### src/rtl/gcd_share_pkg.sv
// gcd_share_pkg
//   Shared definitions for the gcd core arbiter (gcd_share_ctrl).
//   - FSM state encoding: ST_IDLE / ST_LOAD / ST_RUN / ST_RESP
//   - GCD_WIDTH: default operand/result width
//   - rr_wrap(): modular add used by the round-robin logic
//   Optional feature macro used by the top: GCD_SHARE_TIMEOUT_EN
package gcd_share_pkg;

  localparam logic [1:0] ST_IDLE = 2'd0;
  localparam logic [1:0] ST_LOAD = 2'd1;
  localparam logic [1:0] ST_RUN  = 2'd2;
  localparam logic [1:0] ST_RESP = 2'd3;

  localparam int unsigned GCD_WIDTH = 8;

  // (base + off) mod n, for base < n and off < n; avoids a real divider.
  function automatic int unsigned rr_wrap(input int unsigned base,
                                          input int unsigned off,
                                          input int unsigned n);
    int unsigned s;
    s = base + off;
    if (s >= n) s = s - n;
    return s;
  endfunction

endpackage

### src/rtl/gcd_share_ctrl_rr_pick.sv
// rr_pick
//   Combinational round-robin picker: selects the first asserted request
//   at or after ptr, wrapping around.
//   Ports:
//     req   in  N_REQ  request vector
//     ptr   in  IDX_W  highest-priority index
//     grant out N_REQ  one-hot grant (zero when no request)
//     idx   out IDX_W  binary index of grant
//     any   out 1      at least one request present
module rr_pick
  import gcd_share_pkg::*;
#(
  parameter int unsigned N_REQ = 4,
  parameter int unsigned IDX_W = 2
) (
  input  logic [N_REQ-1:0] req,
  input  logic [IDX_W-1:0] ptr,
  output logic [N_REQ-1:0] grant,
  output logic [IDX_W-1:0] idx,
  output logic             any
);

  always_comb begin
    int unsigned cand;
    grant = '0;
    idx   = '0;
    any   = 1'b0;
    cand  = 0;
    for (int unsigned i = 0; i < N_REQ; i++) begin
      cand = rr_wrap(32'(ptr), i, N_REQ);
      if (!any && req[cand]) begin
        any         = 1'b1;
        grant[cand] = 1'b1;
        idx         = IDX_W'(cand);
      end
    end
  end

endmodule

### src/rtl/gcd_share_ctrl.sv
// gcd_share_ctrl
//   Shares one iterative gcd core among N_REQ requesters. Requests are
//   granted round-robin, one operation in flight at a time.
//   Handshake: a requester holds req_valid[i] with stable operands until it
//   sees the one-cycle req_ready[i] pulse; its operands were captured on the
//   clock edge that raised req_ready. The result comes back as a one-cycle
//   rsp_valid[i] pulse with rsp_y/rsp_err; there is no response backpressure.
//   Ports:
//     clock, reset          system clock, synchronous active-high reset
//     req_valid/req_a/req_b per-requester request, operands packed WIDTH each
//     req_ready             one-hot capture pulse
//     rsp_valid/rsp_y/rsp_err one-hot result pulse, shared result bus, error
//     core_load/core_a/core_b drive the gcd core (load=1 loads, 0 iterates)
//     core_y/core_ready     core result and its valid flag
//   Optional feature: define GCD_SHARE_TIMEOUT_EN to add a RUN watchdog of
//   TIMEOUT_CYC cycles that returns rsp_y=0 with rsp_err=1.
module gcd_share_ctrl
  import gcd_share_pkg::*;
#(
  parameter int unsigned N_REQ = 4,
  parameter int unsigned WIDTH = GCD_WIDTH
`ifdef GCD_SHARE_TIMEOUT_EN
  , parameter int unsigned TIMEOUT_CYC = 64
`endif
) (
  input  logic                   clock,
  input  logic                   reset,
  input  logic [N_REQ-1:0]       req_valid,
  input  logic [N_REQ*WIDTH-1:0] req_a,
  input  logic [N_REQ*WIDTH-1:0] req_b,
  output logic [N_REQ-1:0]       req_ready,
  output logic [N_REQ-1:0]       rsp_valid,
  output logic [WIDTH-1:0]       rsp_y,
  output logic                   rsp_err,
  output logic                   core_load,
  output logic [WIDTH-1:0]       core_a,
  output logic [WIDTH-1:0]       core_b,
  input  logic [WIDTH-1:0]       core_y,
  input  logic                   core_ready
);

  localparam int unsigned      IDX_W    = $clog2(N_REQ);
  localparam logic [N_REQ-1:0] ONE_HOT0 = N_REQ'(1);

  logic [1:0]       state;
  logic [IDX_W-1:0] rr_ptr;
  logic [IDX_W-1:0] g_idx;
  logic             blank;   // high during the first RUN cycle

  logic [N_REQ-1:0] pick_grant;
  logic [IDX_W-1:0] pick_idx;
  logic             pick_any;
  logic [WIDTH-1:0] sel_a;
  logic [WIDTH-1:0] sel_b;

  rr_pick #(
    .N_REQ (N_REQ),
    .IDX_W (IDX_W)
  ) u_pick (
    .req   (req_valid),
    .ptr   (rr_ptr),
    .grant (pick_grant),
    .idx   (pick_idx),
    .any   (pick_any)
  );

  assign sel_a = req_a[pick_idx*WIDTH +: WIDTH];
  assign sel_b = req_b[pick_idx*WIDTH +: WIDTH];

`ifdef GCD_SHARE_TIMEOUT_EN
  localparam int unsigned      CNT_W    = $clog2(TIMEOUT_CYC) + 1;
  localparam logic [CNT_W-1:0] RUN_LAST = CNT_W'(TIMEOUT_CYC - 1);
  logic [CNT_W-1:0] run_cnt;
  logic             err_q;
  assign rsp_err = err_q;
`else
  assign rsp_err = 1'b0;
`endif

  always_ff @(posedge clock) begin
    if (reset) begin
      state     <= ST_IDLE;
      rr_ptr    <= '0;
      g_idx     <= '0;
      blank     <= 1'b0;
      req_ready <= '0;
      rsp_valid <= '0;
      rsp_y     <= '0;
      core_load <= 1'b1;
      core_a    <= '0;
      core_b    <= '0;
`ifdef GCD_SHARE_TIMEOUT_EN
      run_cnt   <= '0;
      err_q     <= 1'b0;
`endif
    end else begin
      req_ready <= '0;
      rsp_valid <= '0;
      case (state)
        ST_IDLE: begin
          core_load <= 1'b1;
          if (pick_any) begin
            req_ready <= pick_grant;
            g_idx     <= pick_idx;
`ifdef GCD_SHARE_TIMEOUT_EN
            err_q     <= 1'b0;
`endif
            // A zero operand makes the answer the other operand
            // (gcd(0,0)=0), so the core is not used at all.
            if (sel_a == '0 || sel_b == '0) begin
              rsp_y <= sel_a | sel_b;
              state <= ST_RESP;
            end else begin
              core_a <= sel_a;
              core_b <= sel_b;
              state  <= ST_LOAD;
            end
          end
        end
        ST_LOAD: begin
          core_load <= 1'b0;
          blank     <= 1'b1;
`ifdef GCD_SHARE_TIMEOUT_EN
          run_cnt   <= '0;
`endif
          state     <= ST_RUN;
        end
        ST_RUN: begin
          blank <= 1'b0;
          // core_ready may still reflect the previous operation during the
          // first RUN cycle, so it is only trusted once blank has cleared.
          if (!blank && core_ready) begin
            rsp_y     <= core_y;
            core_load <= 1'b1;
            state     <= ST_RESP;
          end
`ifdef GCD_SHARE_TIMEOUT_EN
          else if (run_cnt == RUN_LAST) begin
            rsp_y     <= '0;
            err_q     <= 1'b1;
            core_load <= 1'b1;
            state     <= ST_RESP;
          end else begin
            run_cnt <= run_cnt + 1'b1;
          end
`endif
        end
        ST_RESP: begin
          rsp_valid <= ONE_HOT0 << g_idx;
          rr_ptr    <= IDX_W'(rr_wrap(32'(g_idx), 1, N_REQ));
          state     <= ST_IDLE;
        end
        default: state <= ST_IDLE;
      endcase
    end
  end

endmodule

### config.mk
export PLATFORM = sky130hd
export DESIGN_NAME = gcd_share_ctrl
export DESIGN_NICKNAME = d
export VERILOG_FILES = /design/src/rtl/gcd_share_pkg.sv /design/src/rtl/gcd_share_ctrl_rr_pick.sv /design/src/rtl/gcd_share_ctrl.sv
export SDC_FILE = /design/constraint.sdc
export NUM_CORES = 1
export LEC_CHECK = 0
export ABC_AREA = 1
export BUFFER_PORTS_ARGS = -buffer_cell sky130_fd_sc_hd__buf_2
export CORE_UTILIZATION = 45
export DETAILED_ROUTE_END_ITERATION = 10
export PLACE_DENSITY = 0.78
export SYNTH_ARGS = -nofsm -noshare
export SYNTH_HDL_FRONTEND = slang
export SYNTH_HIERARCHICAL = 1
export SYNTH_SLANG_ARGS = --single-unit
### constraint.sdc
create_clock -name clock -period 2.9 [get_ports clock]
set_input_delay 0 -clock clock [delete_from_list [all_inputs] [get_ports clock]]
set_output_delay 0 -clock clock [all_outputs]
set_load 0.01 [all_outputs]
Word-level counts from Yosys, hierarchy flattened
Cells that the tools add are included.

Output and inout port bits: 34. Register bits after elaboration: 40. Logic and storage cells: 119.

Equality and inequality tests: 6. Shifts and indexed selects: 3. Bitwise operators: 8. $add $sub $neg: 9. Muxes and demuxes: 44. Reduce and logical (&&, ||, !) cells: 26. Order comparisons: 13.

Operators by type and width (count): >= comparator 32 x 1 -> 1 bit (second input constant) (4); less-than comparator 32 x 3 -> 1 bit (second input constant) (4); 2-to-1 mux 32 bit (4); >= comparator 32 x 3 -> 1 bit (second input constant) (3); subtractor 32 x 3 -> 32 bit (second input constant) (3); indexed part select 32 x 6 -> 8 bit (2); 2-to-1 mux 8 bit (3); zero test 8 bit (2); 2-to-1 mux 2 bit (8); 2-to-1 mux 4 bit (4); case mux 8 bit (2 select lines) (1); 2-to-1 mux 1 bit (13); bitwise OR 4 bit (3); binary-select mux 1 bit (select 2 bit) (4); demux 1 bit (select 2 bit) (4); logical AND 1 bit (8); bitwise OR 8 bit (1); case mux 2 bit (4 select lines) (1); adder 2 x 1 -> 3 bit (second input constant) (2); adder 2 x 2 -> 3 bit (second input constant) (2); != test 2 bit (second input constant) (3); AND reduction 2 bit (3); == test 2 bit (second input constant) (2); zero test 1 bit (4); 17 further kinds (21).

Logic depth before layout (Yosys ltp)
Gate-level depths: netlist of the first run.

Depth in word-level cells: 20. Gate-level depth with buffers: 23. Gate-level depth less buffers: 19.

Cells and area by module
Netlist of the first run, hierarchy kept.

Modules (own cells, without submodules): gcd_share_ctrl (area an instance 2442.3 um2, times used 1, cells each 390, sequential area each 800.8 um2); rr_pick (area an instance 460.4 um2, times used 1, cells each 77, sequential area each 0.0 um2).

Worst setup path after synthesis of the first run
OpenSTA, ideal clock, no wires.

Path kind: register to register. Start: register rr_ptr[0]. End: register rsp_y[7]. Stages on the path, launching flop included: 23. Period minus slack after synthesis: 2.893 ns. Data arrival time: 2.778 ns. Required time: 2.785 ns. Buffers on the path: 3. Slack: 0.007 ns. Setup time: 0.115 ns. Cell sequence: dfxtp_1 > inv_2 > ha_1 > inv_1 > nand3_1 > nand2_1 > nor2_1 > a21oi_1 > nand3_1 > buf_6 > inv_6 > buf_8 > nand2_2 > nand3_1 > nand2_1 > nand2_1 > nor2_1 > nand2_2 > nand3_4 > buf_8 > nand3_1 > nand2_1 > nor2_1.

Cells in the longest elaborated chain, start to end: 19. Elaborated cells on any way between the ends: 49.

RTL lines: start, declared (RTL line gcd_share_ctrl.sv:46) `logic [IDX_W-1:0] rr_ptr;`; start signal, assigned (RTL line gcd_share_ctrl.sv:150) `rr_ptr <= IDX_W'(rr_wrap(32'(g_idx), 1, N_REQ));`; parallel branches: the longest is 13 deep, another holds subtractor 32 x 3 -> 32 bit; 2-to-1 mux 2 bit (*) (RTL line gcd_share_ctrl_rr_pick.sv:31) `if (!any && req[cand]) begin`; net pick_idx[0] (RTL line gcd_share_ctrl.sv:51) `logic [IDX_W-1:0] pick_idx;`; indexed part select 32 x 6 -> 8 bit, on equally long branches (RTL line gcd_share_ctrl.sv:67, gcd_share_ctrl.sv:68); zero test 8 bit or bitwise OR 8 bit (tied branches) (RTL line gcd_share_ctrl.sv:110, gcd_share_ctrl.sv:111); logical OR 1 bit or 2-to-1 mux 8 bit (tied branches) (RTL line gcd_share_ctrl.sv:110) `if (sel_a == '0 || sel_b == '0) begin`; != test 2 bit (no source line) or 2-to-1 mux 8 bit (tied branches); AND reduction 4 bit (no source line) or case mux 8 bit (2 select lines) (tied branches); end signal, assigned (RTL line gcd_share_ctrl.sv:111) `rsp_y <= sel_a | sel_b;`; end signal, assigned (RTL line gcd_share_ctrl.sv:133) `rsp_y <= core_y;`; end, declared (RTL line gcd_share_ctrl.sv:33) `output logic [WIDTH-1:0] rsp_y,`.

Mark *: on every way through the listed nets, which the timed path passes. The select of a mux whose other input is x is not followed. A chain may end at the register's enable or synchronous reset.

Worst setup path after layout of the first run
Start: register rr_ptr[1]. End: register rsp_y[3].

Same word-level chain as after synthesis.

==> results.md, run 1 <==
* Outcome: finished, final reports clean
* CTS tree: yes
* Slew @ Worst Pin at 0.954 ns
* Mapped Area at slightly below 3000 sq um
* Vias at between 3000 and 4000
* DRC Markers at 0
* Clk pwr share at 0.090
* IO buf count at about 110
* Congestion Overflow GR at 0
* Min Tclk post-route at between 2 and 3 ns
* Leak at 2.11 nW
* FF-to-FF setup slack at ~0.21 ns
* Share of cells above drive strength 1 at 0.299
* Final Hold Vio Count at 0
* Syn nets at approximately 560
* Max-cap violation count at 0
* Syn Inst Count at between 400 and 500
* Clock Pin Slew Worst Setup and Hold Paths at around 0.080 ns
* 1st-pass router iterations at 4
* Startpoint Class: flop
* DP Wirelength at between 5 and 6 mm
* Clock root buffer: clkbuf_8
* Synth cell types at 30
* Final Skew at 0.00777 ns
* Reported net switching power at between 0.002 and 0.0025 W
* Number of global-route vias before repair at between 2000 and 3000
* Clk sink count at 40
* Critical path class: reg2reg
* Inst Count DP at roughly 660
* Syn-to-layout area delta at 29.9%
* TritonCTS buffer count at 5
* Row cnt at 28
* Max H-tree Level at 2
* Final setup fails at 0
* Diode count at 0
* IO Pins at between 100 and 150
* Routed wire length at slightly above 8 mm
* Synth Area per Inst at ~6.2 sq um
* ANT nets after route at 0
* Peak supply drop at approximately 0.54 mV
* GR Util All Layers at 0.231
* Sw frac at 0.487
* Insertion delay to the later sink of the worst-skew pair at between 0.2 and 0.3 ns
* Die ar. at 6780 sq um
* Req. time, crit path at 3.08 ns
* Min-delay worst type: in2reg
* DR vias/cell at between 4 and 5
* Combinational power share at 0.714
* Die Ht at between 80 and 90 um
* Fin cells at 670
* Register area share after synthesis at 0.276
* CP peak stage delay at 0.34 ns
* Internal power at around 0.0022 W
* Antenna violations before repair at 0
* Sequential share of power at 0.196
* Worst-path cell chain: inv_1 -> ha_4 -> inv_2 -> nand2_1 -> nand2_1 -> nor2_4 -> nand4_1 -> nand3_2 -> buf_4 -> clkinv_8 -> nand2_1 -> nand3_1 -> nand2_1 -> nand2_1 -> nor2_1 -> nand2_2 -> nand3_4 -> buf_12 -> nand3_1 -> nand2_1 -> nor2_1
* Core area at around 6100 sq um
* Layout net count at 686
* Largest net degree at the start of global routing at 34
* First-pass GRT wire length at ~12 mm
* Starting Density at 0.479
* FILL cells at just under 600
* CP arrival at 2.87 ns
* Max transition margin at 0.363
* Worst path slowest cell: dfxtp_1
* Crit. End Element: flop
* Max Slew Vio Count at 0
* Chip Width at approximately 80 um
* Crit-path max FO at 32
* YS warnings at 6
* Maximum clock path buffer count at 2
* Wire per inst at around 12 um
* Most used cell, CP: nand2_1
* Register bit total from synthesis at 40
* Pwr dens at between 1000 and 1500 nW/um^2
* Iter 0 DRT Violations at 144
* Crit share post-route at 0.928
* Max Freq at between 0.3 and 0.4 GHz
* Fin util at 0.622
* GP Congestion at between 0.9 and 1
-- path summary, 6_finish.rpt --
| kind | startpoint | to | cells past startpoint |
|---|---|---|---|
| min | core_y[5] | rsp_y[5] | 5 |
| min reg2reg | rsp_y[4] | rsp_y[4] | 2 |
| max | rr_ptr[1] | rsp_y[3] | 21 |
| max reg2reg | rr_ptr[1] | rsp_y[3] | 21 |
-- critical path, delay by kind of cell (launching register included) --
family,cells,cell delay [ns]
simple gates,15,1.39
buf+inv,5,0.53
fa+ha+maj,1,0.30
flops,1,0.34
-- synthesized netlist by cell type (all sizes together) --
cell type	instances	area [sq um]
dfxtp	40	801
o211ai	1	7.51
a21boi	4	30.0
o21a	1	7.51
a21oi	39	203
nor2	52	205
buf	20	190
clkbuf	2	7.51
nand4	8	65.1
nor3	3	15.0
nand2	157	614
o21ai	8	43.8
inv	58	223
conb	1	3.75
or2	1	6.26
nand3	59	318
ha	13	163
-- placed cells by master (no fill, tap or decap), types with 3 or more instances in the layout --
master      n
inv_2       3
nor3_1      3
nor2_1     49
buf_4      25
o21ai_0     7
buf_2     111
inv_1      53
a21boi_0    4
ha_1       12
nand2_1   145
nand2_2    12
clkbuf_8    6
nand3_2     4
dfxtp_1    40
nand4_1     7
a21oi_1    37
nand3_1    54
-- metrics by stage --
step           power, W  setup slack [ns]  area (sq um)  setup TNS [ns]  hold WS, ns
3_3_place_gp    0.00359             0.123          3560               0        0.216
2_1_floorplan   0.00288           0.00703          2900               0       0.0997
6_report        0.00422             0.207          3770               0       0.0587
5_1_grt         0.00462           -0.0191          3770         -0.0405       0.0978
4_1_cts         0.00403            0.0260          3660               0       0.0615
3_5_place_dp    0.00364            0.0441          3560               0        0.230
-- kinds of logic after synthesis --
kind of cell	after synthesis	share of synthesized area
simple gates	280	0.422
other cells	1	0.00129
compound gates	53	0.100
flops	40	0.276
buf+inv	80	0.145
fa+ha+maj	13	0.0560
-- state kept, by name, indices dropped and copies added (netlist names) --
name       flops
g_idx          2
core_a         8
rsp_valid      4
core_b         8
rsp_y          8
rr_ptr         2
req_ready      4
blank          1
core_load      1
state          2
-- metal layers --
metal	track usage	up-vias	part of all wire
met5	0	-	0
met4	0.0526	0	0.0075
met3	0.0418	9	0.054
met2	0.430	114	0.50
met1	0.271	1493	0.44
li1	-	1718	-
-- power by group through the flow --
stage | clock (W) | sequential, W | combinational, W
finish | 0.000378 | 0.000829 | 0.00301
global route | 0.000404 | 0.000850 | 0.00337
CTS | 0.000385 | 0.000828 | 0.00282
detailed placement | 0 | 0.000838 | 0.00280
global placement | 0 | 0.000834 | 0.00275
floorplan | 0 | 0.000902 | 0.00198
-- cell type report --
cell class,instances,area [sq um],area share
Inverter,58,233,0.0617
Tap cell,75,93.8,0.0249
Clock buffer,8,90.1,0.0239
Sequential cell,40,801,0.212
Multi-Input combinational cell,347,1710,0.454
Timing Repair Buffer,142,841,0.223
-- timing repair --
item                                   4_1_cts  5_1_grt
setup endpoints to repair                    0       25
buffers inserted                             0        3
endpoints found under the hold margin        1        0
hold buffers                                 1        0
resized for setup                            0       15
Note: power is estimated with default switching activity, not from simulation.
==> run 2: changes to the inputs <==
- CORE_UTILIZATION: 45 -> 46
- CTS_BUF_LIST: not set -> sky130_fd_sc_hd__clkbuf_2
- PLACE_DENSITY: 0.78 -> 0.79
==> run 2 against run 1 <==
Against the previous run:
- non-clock buffer count is 5 higher
- critical path type unchanged
- first-iteration DRC count is 71% higher
- cell count grew 1.0%
- register-to-register slack got worse by 0.03 ns
- highest routed layer unchanged
- wire length rose by 7.8%
==> results.md, run 2 (synthesis results as in run 1) <==
* Internal power at 0.00212 W (-2.0%)
* Vias at 3437 (+3.1%)
* GP Congestion at 0.933 (+2.3%)
* Row cnt at 28 (unchanged)
* Final setup fails at 0 (unchanged)
* Diode count at 0 (unchanged)
* Critical path class: reg2reg
* Clock Pin Slew Worst Setup and Hold Paths at 0.25 ns (+0.17 ns)
* Max H-tree Level at 2 (unchanged)
* Wire per inst at 12.9 um (+6.6%)
* Core area at 5990 sq um (-1.2%)
* First-pass GRT wire length at 12.6 mm (+4.1%)
* Clk sink count at 40 (unchanged)
* Antenna violations before repair at 0 (unchanged)
* Req. time, crit path at 3.23 ns (+0.15 ns)
* DR vias/cell at 5.08 (+2.0%)
* CTS tree: yes
* Syn-to-layout area delta at 34.5%
* Max transition margin at 0.335 (-0.0287)
* Final Hold Vio Count at 0 (unchanged)
* Commonest non-fill, non-tap cell in the layout: nand2_1
* Share of cells above drive strength 1 at 0.321 (+0.0214)
* DP Worst Slack at 0.0744 ns (+0.0303 ns)
* TritonCTS buffer count at 5 (unchanged)
* Clk pwr share at 0.080 (-0.010)
* Chip Width at 81.4 um (-1.1%)
* Routed wire length at 8.76 mm (+7.8%)
* Slew @ Worst Pin at 0.997 ns (+0.0430 ns)
* Most used cell, CP: nand2_1
* Peak supply drop at 0.509 mV (-6.1%)
* Clock root buffer: clkbuf_2
* Die Ht at 81.4 um (-1.1%)
* Final Skew at 0.0398 ns (+0.0320 ns)
* CP arrival at 3.05 ns (+0.18 ns)
* Max Freq at 0.368 GHz (-0.96%)
* Number of global-route vias before repair at 2953 (+4.3%)
* Final setup margin at 0.181 ns (-0.0262 ns)
* Iter 0 DRT Violations at 246 (+71%)
* Starting Density at 0.485 (+0.00560)
* Worst hold margin at 0.0454 ns (-0.0133 ns)
* Startpoint Class: flop
* Min Tclk post-route at 2.72 ns (+0.0262 ns)
* Pwr dens at 1100 nW/um^2 (-1.6%)
* IO Pins at 113 (unchanged)
* Min-delay worst type: in2reg
* Maximum clock path buffer count at 2 (unchanged)
* IO buf count at 111 (unchanged)
* Insertion delay to the later sink of the worst-skew pair at 0.42 ns (+0.13 ns)
* Fin util at 0.652 (+0.0296)
* Layout net count at 693 (+1.0%)
* Leak at 2.14 nW (+1.6%)
* Crit-path max FO at 16 (-50%)
* Biggest regs: core_a x8, core_b x8, rsp_y x8
* Congestion Overflow GR at 0 (unchanged)
* CP peak stage delay at 0.38 ns (+0.04 ns)
* Max Slew Vio Count at 0 (unchanged)
* Sw frac at 0.506 (+0.0196)
* DP Wirelength at 5.83 mm (-2.5%)
* 1st-pass router iterations at 5 (+1)
* GR Util All Layers at 0.243 (+0.0122)
* Worst-path cell chain: inv_2 -> ha_4 -> inv_2 -> nand2_1 -> nand2_1 -> nor2_4 -> nand4_1 -> nand3_2 -> buf_6 -> clkinv_8 -> nand2_1 -> nand3_1 -> nand2_2 -> nand2_1 -> nor2_1 -> nand2_2 -> nand4_4 -> clkbuf_16 -> nand2_1 -> nand2_1 -> nor2_1
* Crit share post-route at 0.938 (+0.00902)
* Max-cap violation count at 0 (unchanged)
* Die ar. at 6630 sq um (-2.1%)
* Most frequent cells in the layout: 134 x nand2_1, 111 x buf_2, 55 x nand3_1
* ANT nets after route at 0 (unchanged)
* Outcome: finished, final reports clean
* Combinational power share at 0.728 (+0.014)
* Sequential share of power at 0.193 (-0.003)
* DRC Markers at 0 (unchanged)
* Reported net switching power at 0.00218 W (+6.0%)
* Crit. End Element: flop
* Largest net degree at the start of global routing at 34 (unchanged)
* Worst path slowest cell: dfxtp_2
==> run 2: cell count changes in the layout (fill, tap and decap cells not counted), moves of 2 or more <==
cell,delta
buf_4,-6
clkbuf_1,-2
clkbuf_2,+5
clkbuf_8,-6
dfxtp_1,-2
dfxtp_2,+2
dlygate4sd3_1,+8
nand2_1,-11
nand2_2,+10
nand3_2,-2
nand3_4,+2
==> run 2: final cells by class <==
| type | count | area [sq um] |
|---|---|---|
| clock buffers | 5 | 25.0 |
| clock inverters | 3 | 42.5 |
| fillers | 559 | 2090 |
| inverters | 58 | 230 |
| multi-input cells | 348 | 1770 |
| flip-flops and latches | 40 | 803 |
| well taps | 75 | 93.8 |
| repair buffers | 147 | 927 |
| repair inverters | 1 | 11.3 |
==> run 2: power groups by stage <==
stage | clock, W | combinational [W] | sequential (W)
detailed placement | 0 | 0.00261 | 0.000837
global placement | 0 | 0.00256 | 0.000833
CTS | 0.000343 | 0.00264 | 0.000826
global route | 0.000367 | 0.00346 | 0.000850
finish | 0.000342 | 0.00313 | 0.000829
floorplan | 0 | 0.00198 | 0.000902
==> run 2: stage by stage <==
step	TNS [ns]	std cells	total power [W]	cell area [sq um]
2_1_floorplan	0	467	0.00288	2900
3_3_place_gp	0	646	0.00340	3480
3_5_place_dp	0	646	0.00345	3480
4_1_cts	0	663	0.00381	3640
5_1_grt	-0.223	677	0.00468	3900
6_report	0	677	0.00430	3900
==> run 2: path summary, 6_finish.rpt <==
kind,end,cells after the start,slack [ns],startpoint
setup / recovery,core_a[1],21,0.18,rr_ptr[0]
hold / removal,core_a[2],7,0.05,req_a[18]
setup reg to reg,core_a[1],21,0.18,rr_ptr[0]
hold reg to reg,core_load,2,0.50,core_load
==> run 2: worst max-delay path: cells and delay by family (launching register included) <==
kind	cells	cell delay, ns
fa+ha+maj	1	0.29
buf+inv	5	0.54
flops	1	0.38
simple gates	15	1.43
==> run 2: timing repair <==
action | CTS | global route
gates resized for setup | 0 | 36
endpoints found under the hold margin | 9 | 0
buffers inserted | 0 | 9
endpoints found under the setup margin | 0 | 25
hold buffers | 9 | 0
==> run 2: layer usage <==
metal / global-route usage / share of wire / vias up
met5: 0 / 0 / -
li1: - / - / 1737
met2: 0.448 / 0.50 / 159
met3: 0.0444 / 0.066 / 19
met1: 0.281 / 0.42 / 1522
met4: 0.0732 / 0.014 / 0
==> run 3: changes to the inputs <==
- ABC_AREA: 1 -> not set
- CORE_UTILIZATION: 46 -> 45
- PLACE_DENSITY: 0.79 -> 0.78
==> run 3 against run 2 <==
Against the previous run:
- the flow now finishes with violations (setup timing)
- area after synthesis decreased by 4.3%
- combinational power fell by 20%
- register-to-register slack lost 0.70 ns
- fmax shrank 21%
- core utilization rose by 4.7 points
- sequential power rose by 4.1%
- worst setup slack got worse by 0.70 ns
==> results.md, run 3 <==
* Outcome: finished, violations left
* Failing checks: setup timing
* Crit. End Element: flop
* Min Tclk post-route at 3.42 ns (+0.704 ns)
* Largest net degree at the start of global routing at 37 (+8.8%)
* Synth area leaders: dfxtp_1 29%, mux4_2 14%, ha_1 5.9%
* Cell area after layout at 4140 sq um (+6.0%)
* Top FF cell, synth: dfxtp_1
* DR vias/cell at 6.09 (+20%)
* Yosys top cell area share at 0.288 (+0.0124)
* Worst r2r path cells at 14 (-33%)
* Leading cell type by number of instances after synthesis: dfxtp_1
* DP Wirelength at 6.52 mm (+12%)
* Clk sink count at 40 (unchanged)
* Syn nets at 391 (-30%)
* Critical R2R Launch: rr_ptr[0]
* Final Hold Vio Count at 0 (unchanged)
* Routed wire length at 9.65 mm (+10%)
* Commonest non-fill, non-tap cell in the layout: buf_2
* Crit-path max FO at 6 (-10)
* Startpoint Class: flop
* Slew @ Worst Pin at 0.839 ns (-0.157 ns)
* Chip Width at 80.6 um (-1.1%)
* Synth Area per Inst at 9.29 sq um (+49%)
* EDFF count, synth at 0 (unchanged)
* Max-cap violation count at 0 (unchanged)
* Min-delay worst type: in2reg
* Dominant cell type by area after synthesis: dfxtp_1
* GR Util All Layers at 0.277 (+0.0338)
* Hold Crit Depth at 5 (-2)
* Syn Inst Count at 299 (-36%)
* Syn-to-layout area delta at 49.0%
* Vias at 3268 (-4.9%)
* FFs w/ async S/R, synth at 0 (unchanged)
* Reported net switching power at 0.00159 W (-27%)
* ANT nets after route at 0 (unchanged)
* Insertion delay to the later sink of the worst-skew pair at 0.39 ns (-0.03 ns)
* Most frequent cells in the layout: 111 x buf_2, 51 x buf_4, 38 x dfxtp_1
* Crit share post-route at 1.18 (+0.243)
* Combinational power share at 0.678 (-0.050)
* Core area at 5920 sq um (-1.2%)
* Final setup margin at -0.523 ns (-0.704 ns)
* Max transition margin at 0.440 (+0.105)
* Share of cells above drive strength 1 at 0.496 (+0.175)
* Internal power at 0.00209 W (-1.8%)
* Mapped Area at 2780 sq um (-4.3%)
* CP arrival at 3.74 ns (+0.69 ns)
* Sw frac at 0.433 (-0.0733)
* Critical path class: reg2reg
* Die ar. at 6490 sq um (-2.1%)
* Hold Path End: rsp_y[4]
* RSZ-0062 raised after global routing: true
* Maximum clock path buffer count at 2 (unchanged)
* Reg-to-Reg End: core_b[5]
* DRC Markers at 0 (unchanged)
* IO Pins at 113 (unchanged)
* Pwr dens at 889 nW/um^2 (-19%)
* Synth cell count leaders: 40 x dfxtp_1, 21 x a21oi_1
* FF-to-FF setup slack at -0.52 ns (-0.70 ns)
* Biggest regs: core_a x8, core_b x8, rsp_y x8
* Layout net count at 553 (-20%)
* YS warnings at 6 (unchanged)
* IO buf count at 111 (unchanged)
* Peak supply drop at 0.543 mV (+6.7%)
* CTS tree: yes
* Clk pwr share at 0.088 (+0.008)
* First-pass GRT wire length at 13.5 mm (+6.7%)
* Clock root buffer: clkbuf_2
* Number of global-route vias before repair at 2824 (-4.4%)
* Max Slew Vio Count at 0 (unchanged)
* TritonCTS buffer count at 5 (unchanged)
* Clock Pin Slew Worst Setup and Hold Paths at 0.20 ns (-0.05 ns)
* Req. time, crit path at 3.22 ns (about the same)
* Wire per inst at 18.0 um (+39%)
* Iter 0 DRT Violations at 317 (+29%)
* 1st-pass router iterations at 5 (unchanged)
* Hold Path Origin: core_y[4]
* Total power at 0.00368 W (-15%)
* Antenna violations before repair at 0 (unchanged)
* Die Ht at 80.6 um (-1.1%)
* Final setup fails at 25 (+25)
* Diode count at 0 (unchanged)
* Register area share after synthesis at 0.288 (+0.0124)
* Register bit total from synthesis at 40 (unchanged)
* Sequential share of power at 0.235 (+0.042)
* Max H-tree Level at 2 (unchanged)
* GP Congestion at 0.912 (-2.3%)
* Placed inst area at 3730 sq um (+7.1%)
* Synth cell types at 39 (+30%)
* Final Skew at 0.00839 ns (-0.0314 ns)
* Worst hold margin at 0.0191 ns (-0.0263 ns)
* Max Freq at 0.292 GHz (-21%)
* Leak at 1.90 nW (-11%)
* Congestion Overflow GR at 0 (unchanged)
* Starting Density at 0.469 (-0.0154)
* Row cnt at 28 (unchanged)
[run 3: layer usage]
layer,vias up,GRT usage,part of all wire
li1,1477,-,-
met1,1515,0.339,0.37
met2,236,0.481,0.52
met3,40,0.0557,0.087
met4,0,0.0893,0.024
met5,-,0,0
[run 3: worst max-delay path, cell delays in order, from the launching register on]
cell,delay (ns)
dfxtp_4,0.45
inv_6,0.04
ha_4,0.26
mux4_2,0.34
and2b_2,0.27
o21ai_2,0.08
o31ai_4,0.10
buf_6,0.20
buf_12,0.11
mux4_2,0.54
nor4_4,0.32
and2_4,0.25
clkbuf_16,0.16
o31ai_1,0.08
a21oi_1,0.16
[run 3: cells by family (layout without fill, tap and decap cells)]
logic type,Yosys count,after routing,share of synthesized area
buf+inv,36,199,0.0694
simple gates,99,99,0.196
compound gates,86,86,0.205
xor+xnor,1,1,0.00315
fa+ha+maj,13,13,0.0586
other cells,1,1,0.00135
mux,23,23,0.178
flops,40,40,0.288
[run 3: repair_timing]
item | in CTS | in global routing
cloned | 2 | 3
endpoints found under the setup margin | 25 | 31
hold buffers | 2 | 1
pin swaps | 1 | 8
endpoints found under the hold margin | 2 | 1
setup buffers | 8 | 9
resized for setup | 11 | 15
[run 3: how the worst max path moves through the flow]
stage	from	to	slack, ns	depth (start not counted)
finish	rr_ptr[0]	core_b[5]	-0.52	14
global route	rr_ptr[0]	core_b[5]	-0.62	14
CTS	rr_ptr[0]	core_a[2]	-0.38	14
detailed placement	rr_ptr[0]	core_a[2]	-0.45	12
global placement	rr_ptr[0]	core_b[5]	-0.38	12
floorplan	rr_ptr[0]	core_a[1]	-0.59	17
[run 3: cell type report]
cell class / count / area, sq um
clock buffer: 5 / 25.0
fill: 448 / 1780
tap: 75 / 93.8
multi-input combinational: 223 / 1870
timing repair buffer: 182 / 1260
clock inverter: 3 / 37.5
sequential: 40 / 808
inverter: 9 / 38.8
[run 3: power by group through the flow]
stage,registers (W),clock network (W),logic (W)
global route,0.000880,0.000352,0.00266
finish,0.000863,0.000323,0.00249
global placement,0.000873,0,0.00211
floorplan,0.000910,0,0.00130
detailed placement,0.000870,0,0.00215
CTS,0.000857,0.000325,0.00228
[run 3: per-stage QoR]
stage	util	setup TNS (ns)	std cells	worst slack, ns
after floorplan	-	-13.92	299	-0.587
after global placement	0.630	-9.11	505	-0.385
after detailed placement	0.630	-10.54	505	-0.452
after CTS	0.666	-8.89	525	-0.385
after global routing	0.699	-14.25	537	-0.617
final	0.699	-11.76	537	-0.523
